[src/rtl/seq_detect_prog.sv]
// seq_detect_prog: runtime-programmable serial pattern detector.
// Compares a qualified serial bit stream against a loadable PAT_W-bit pattern
// and emits a registered one-cycle match pulse. Overlap mode is selectable.
// Optional feature macro: SEQDET_COUNT_EN adds a saturating match counter
// (match_count / count_sat); without it those outputs are tied to 0.
module seq_detect_prog #(
    parameter int unsigned          PAT_W     = 4,
    parameter logic [PAT_W-1:0]     RESET_PAT = PAT_W'(4'b1011),
    parameter int unsigned          CNT_W     = 8
) (
    input  logic             clk,
    input  logic             rst,
    input  logic             pat_load,
    input  logic [PAT_W-1:0] pat_in,
    input  logic             overlap_en,
    input  logic             bit_valid,
    input  logic             bit_in,
    input  logic             count_clr,
    output logic             match,
    output logic [CNT_W-1:0] match_count,
    output logic             count_sat
);

    localparam int unsigned FILL_W = $clog2(PAT_W + 1);
    localparam logic [FILL_W-1:0] FILL_FULL = FILL_W'(PAT_W);

    logic [PAT_W-1:0]  pat, pat_nxt;
    logic [PAT_W-1:0]  win, win_nxt;
    logic [FILL_W-1:0] fill, fill_nxt;
    logic              match_nxt;

    logic [PAT_W-1:0]  win_shift;
    logic [FILL_W-1:0] fill_inc;
    logic              hit_c;

    // Next-state for pattern, history window, fill count and match pulse
    always_comb begin
        win_shift = {win[PAT_W-2:0], bit_in};
        fill_inc  = (fill == FILL_FULL) ? fill : fill + FILL_W'(1);
        hit_c     = bit_valid && !pat_load && (fill_inc == FILL_FULL) && (win_shift == pat);

        pat_nxt   = pat;
        win_nxt   = win;
        fill_nxt  = fill;
        match_nxt = 1'b0;

        if (pat_load) begin
            // Loading discards the history and any bit presented this edge
            pat_nxt  = pat_in;
            win_nxt  = '0;
            fill_nxt = '0;
        end else if (bit_valid) begin
            win_nxt   = win_shift;
            fill_nxt  = (hit_c && !overlap_en) ? '0 : fill_inc;
            match_nxt = hit_c;
        end
    end

    // Detector state registers with synchronous reset
    always_ff @(posedge clk) begin
        if (rst) begin
            pat   <= RESET_PAT;
            win   <= '0;
            fill  <= '0;
            match <= 1'b0;
        end else begin
            pat   <= pat_nxt;
            win   <= win_nxt;
            fill  <= fill_nxt;
            match <= match_nxt;
        end
    end

`ifdef SEQDET_COUNT_EN
    logic [CNT_W-1:0] cnt, cnt_nxt;
    logic             sat, sat_nxt;

    // Saturating counter next-state; clear beats a coincident hit
    always_comb begin
        cnt_nxt = cnt;
        sat_nxt = sat;
        if (count_clr) begin
            cnt_nxt = '0;
            sat_nxt = 1'b0;
        end else if (hit_c) begin
            if (&cnt) begin
                sat_nxt = 1'b1;
            end else begin
                cnt_nxt = cnt + CNT_W'(1);
            end
        end
    end

    // Counter registers with synchronous reset
    always_ff @(posedge clk) begin
        if (rst) begin
            cnt <= '0;
            sat <= 1'b0;
        end else begin
            cnt <= cnt_nxt;
            sat <= sat_nxt;
        end
    end

    assign match_count = cnt;
    assign count_sat   = sat;
`else
    logic unused_count_clr;

    assign unused_count_clr = count_clr;
    assign match_count      = '0;
    assign count_sat        = 1'b0;
`endif

endmodule

[config.mk]
export PLATFORM = sky130hd
export DESIGN_NAME = seq_detect_prog
export DESIGN_NICKNAME = d
export VERILOG_FILES = /design/src/rtl/seq_detect_prog.sv
export SDC_FILE = /design/constraint.sdc
export NUM_CORES = 1
export LEC_CHECK = 0
export ABC_CLOCK_PERIOD_IN_PS = 3600
export CORE_UTILIZATION = 46
export CTS_CLUSTER_DIAMETER = 80
export CTS_CLUSTER_SIZE = 25
export DETAILED_ROUTE_END_ITERATION = 8
export GPL_ROUTABILITY_DRIVEN = 0
export PLACE_DENSITY_LB_ADDON = 0.25
export SLEW_MARGIN = 25
export SYNTH_ARGS = -nofsm -noshare
export SYNTH_HDL_FRONTEND = slang
export SYNTH_SLANG_ARGS = --single-unit
[constraint.sdc]
create_clock -name clk -period 3.6 [get_ports clk]
set_input_delay 0.36 -clock clk [delete_from_list [all_inputs] [get_ports clk]]
set_output_delay 0.36 -clock clk [all_outputs]
set_load 0.02 [all_outputs]
==> reports/metrics.json <==
{
  "run_status": {"value": "complete, no violations"},
  "antenna_left": {"value": 0},
  "die-area": {"value": 1510, "unit": "um^2"},
  "fin_crit_sh": {"value": 44.1, "unit": "%"},
  "post-route-drc-count": {"value": 0},
  "wl_per_cell": {"value": 9.47, "unit": "um"},
  "gr-total-overflow": {"value": 0},
  "io_pins": {"value": 21},
  "num-fill-cells": {"value": 118},
  "placed_area": {"value": 673, "unit": "um^2"},
  "cts_resized": {"value": 0},
  "route.layer.met1.wl": {"value": 407, "unit": "um"},
  "netlist-cell-type-count": {"value": 22},
  "final.setup_skew": {"value": 0.00920, "unit": "ns"},
  "final-seq-area": {"value": 220, "unit": "um^2"},
  "critical_path.max_stage_delay": {"value": 0.54, "unit": "ns"},
  "cp-end-kind": {"value": "flop"},
  "number_of_detailed_route_iterations_in_the_first_pass": {"value": 2},
  "post_cts_clock_slew_at_the_launch_and_capture_registers_of_the_worst_setup_and_hold_paths": {"value": 0.07, "unit": "ns"},
  "clk_latency": {"value": 0.27, "unit": "ns"},
  "setup-tns-final": {"value": 0, "unit": "ns"},
  "arrival": {"value": 1.80, "unit": "ns"},
  "synth_edf_count": {"value": 0},
  "ys_seq_elements": {"value": 11},
  "leakagePower": {"value": 0.000298, "unit": "uW"},
  "synthCells": {"value": 67},
  "holdWs": {"value": 0.518, "unit": "ns"},
  "synth_area_leader_cell": {"value": "sky130_fd_sc_hd__dfxtp_1"},
  "setup.worst_path.class": {"value": "in -> reg"},
  "power.density_cell_area": {"value": 364, "unit": "nW/um^2"},
  "hold_violations": {"value": 0},
  "die_h": {"value": 38.8, "unit": "um"},
  "synthToLayoutAreaGrowth": {"value": 12.2, "unit": "%"},
  "wl_met3": {"value": 64, "unit": "um"},
  "dpl.cell_count": {"value": 87},
  "grt_start_max_net_pins": {"value": 10},
  "unrepaired_setup_endpoints_after_global_routing": {"value": "false"},
  "final_net_count": {"value": 91},
  "initialDrtViolationCount": {"value": 2},
  "clk_root_buffer_cell": {"value": "sky130_fd_sc_hd__clkbuf_4"},
  "detail_route.wirelength": {"value": 862, "unit": "um"},
  "class_of_the_most_critical_hold_timing_path": {"value": "reg -> reg"},
  "cap_violations": {"value": 0},
  "grt_antenna_before_repair": {"value": 0},
  "synth_seq_area_share": {"value": 35.3, "unit": "%"},
  "maxClockFrequency": {"value": 630, "unit": "MHz"},
  "clock_sink_count": {"value": 11},
  "synth_most_common_cell": {"value": "sky130_fd_sc_hd__dfxtp_1"},
  "first_global_vias": {"value": 438},
  "floorplan.core_area": {"value": 1190, "unit": "um^2"},
  "finalSetupViolCount": {"value": 0},
  "cts_buffer_depth": {"value": 2},
  "cts_hold_buf": {"value": 0},
  "tritoncts": {"value": "done"},
  "vdd.ir_drop.worst": {"value": 0.000155, "unit": "V"},
  "critical_path_launch_point_type": {"value": "input port"},
  "post_cts_buffers": {"value": 0},
  "crit_path_cell_trace": {"value": "clkdlybuf4s50_1, or2_1, nand4bb_1, o32a_1, o21ai_0"},
  "grt_first_pass_wirelength": {"value": 1710, "unit": "um"},
  "synth-async-reset-ratio": {"value": 0, "unit": "%"},
  "multi_input_area": {"value": 320, "unit": "um^2"},
  "fin_area": {"value": 699, "unit": "um^2"},
  "antenna_cells_inserted": {"value": 0},
  "cts_made_buffers": {"value": 3},
  "yosys.area.top_type_share": {"value": 35.3, "unit": "%"},
  "critical-path-slowest-cell": {"value": "sky130_fd_sc_hd__clkdlybuf4s50_1"},
  "post_synth_instance_area": {"value": 623, "unit": "um^2"},
  "synth.top_cells.by_area": {"value": "sky130_fd_sc_hd__dfxtp_1 (35%), sky130_fd_sc_hd__buf_4 (12%), sky130_fd_sc_hd__mux2i_1 (8.0%)"},
  "synthTopCellsByCount": {"value": "sky130_fd_sc_hd__dfxtp_1 (11), sky130_fd_sc_hd__buf_4 (10), sky130_fd_sc_hd__nor2_1 (9)"},
  "drive_gt1_share": {"value": 13.0, "unit": "%"},
  "cts_htree_levels": {"value": 1},
  "hpwlAfterDp": {"value": 672, "unit": "um"},
  "worst_ep_required_time": {"value": 3.81, "unit": "ns"},
  "route.top_layer_used": {"value": "met4"},
  "rows": {"value": 12},
  "report.final.slew_viol_count": {"value": 0},
  "post_synth.cell_area_avg": {"value": 9.30, "unit": "um^2"},
  "synth_top_flop_cell": {"value": "sky130_fd_sc_hd__dfxtp_1"},
  "yosys_warnings": {"value": 0},
  "die_x": {"value": 38.8, "unit": "um"},
  "grt.total_usage": {"value": 17.5, "unit": "%"},
  "start_util": {"value": 52.5, "unit": "%"},
  "vias_per_cell": {"value": 4.64},
  "wl_met2": {"value": 383, "unit": "um"},
  "min_period": {"value": 1.59, "unit": "ns"},
  "final_cell_count_no_fill": {"value": 91},
  "io_buffers": {"value": 10},
  "routed_vias": {"value": 422},
  "path_max_fanout": {"value": 9}
}
state kept, by name, indices dropped and copies added (netlist names):
signal  flops
fill        3
pat         4
win         3
match       1
cell families after synthesis:
family	synth area share [%]
AO/OA/AOI/OAI	7.23
XOR/XNOR	8.43
adder cells (fa/ha/maj)	4.02
buffers and inverters	18.1
flip-flops	35.3
multiplexers	8.03
other	0.602
AND/OR/NAND/NOR	18.3
cell usage in the layout, fill, tap and decap left out:
cell type                         synthesis  final
sky130_fd_sc_hd__xor2_1                   1      1
sky130_fd_sc_hd__nand4bb_1                1      1
sky130_fd_sc_hd__clkbuf_4                 0      3
sky130_fd_sc_hd__o21ai_0                  1      1
sky130_fd_sc_hd__mux2i_1                  5      5
sky130_fd_sc_hd__inv_2                    1      1
sky130_fd_sc_hd__nand3b_1                 1      1
sky130_fd_sc_hd__ha_1                     2      2
sky130_fd_sc_hd__nand2_1                  3      3
sky130_fd_sc_hd__and2b_2                  3      3
sky130_fd_sc_hd__and3_1                   1      1
sky130_fd_sc_hd__or2_1                    1      1
sky130_fd_sc_hd__o32a_1                   1      1
sky130_fd_sc_hd__clkbuf_1                 0      1
sky130_fd_sc_hd__nor4_1                   1      1
sky130_fd_sc_hd__clkdlybuf4s50_1          0     10
sky130_fd_sc_hd__conb_1                   1      9
sky130_fd_sc_hd__a211o_2                  3      3
sky130_fd_sc_hd__nor2_1                   9      9
sky130_fd_sc_hd__inv_1                    3      3
sky130_fd_sc_hd__nand3_1                  1      1
sky130_fd_sc_hd__dfxtp_1                 11     11
sky130_fd_sc_hd__xnor2_1                  5      5
worst max-delay path: cells and delay by family:
kind | cells | cell delay (ns)
compound gates | 2 | 0.25
buf+inv | 1 | 0.54
simple gates | 2 | 0.64
report_power, final:
part	switching [uW]	internal, uW	leakage (uW)
sequential	2.73	126	0.0000900
clock	42.2	43.0	0.0000150
combinational	20.5	20.2	0.000193
total	65.4	189	0.000298
area by class of cell:
class / instances / area share [%]
multi-input cells: 48 / 45.8
flip-flops and latches: 11 / 31.5
repair buffers: 10 / 14.3
clock buffers: 4 / 3.76
well taps: 14 / 2.50
inverters: 4 / 2.15
stage by stage:
| step | setup slack [ns] | utilization (%) | total power, uW |
|---|---|---|---|
| detailed placement | 1.71 | 56.8 | 172 |
| floorplan | 2.30 | - | 169 |
| global route | 1.87 | 59.0 | 269 |
| CTS | 2.00 | 59.0 | 259 |
| global placement | 1.72 | 56.8 | 172 |
| finish | 2.01 | 59.0 | 255 |
metal layers:
metal / vias up / track usage, %
met5: - / 0
met2: 18 / 26.3
li1: 219 / -
met1: 182 / 19.2
met4: 0 / 7.76
met3: 3 / 11.0
worst paths after layout:
kind	start	endpoint	slack [ns]	depth (start not counted)
setup / recovery	pat_load	fill[2]$_SDFFE_PP0P_	2.01	5
setup reg to reg	fill[0]$_SDFFE_PP0P_	match$_SDFF_PP0_	2.19	6
hold / removal	pat[2]$_SDFFE_PP0P_	pat[2]$_SDFFE_PP0P_	0.52	2
hold reg to reg	pat[2]$_SDFFE_PP0P_	pat[2]$_SDFFE_PP0P_	0.52	2
Power figures use the tool's default switching activity.
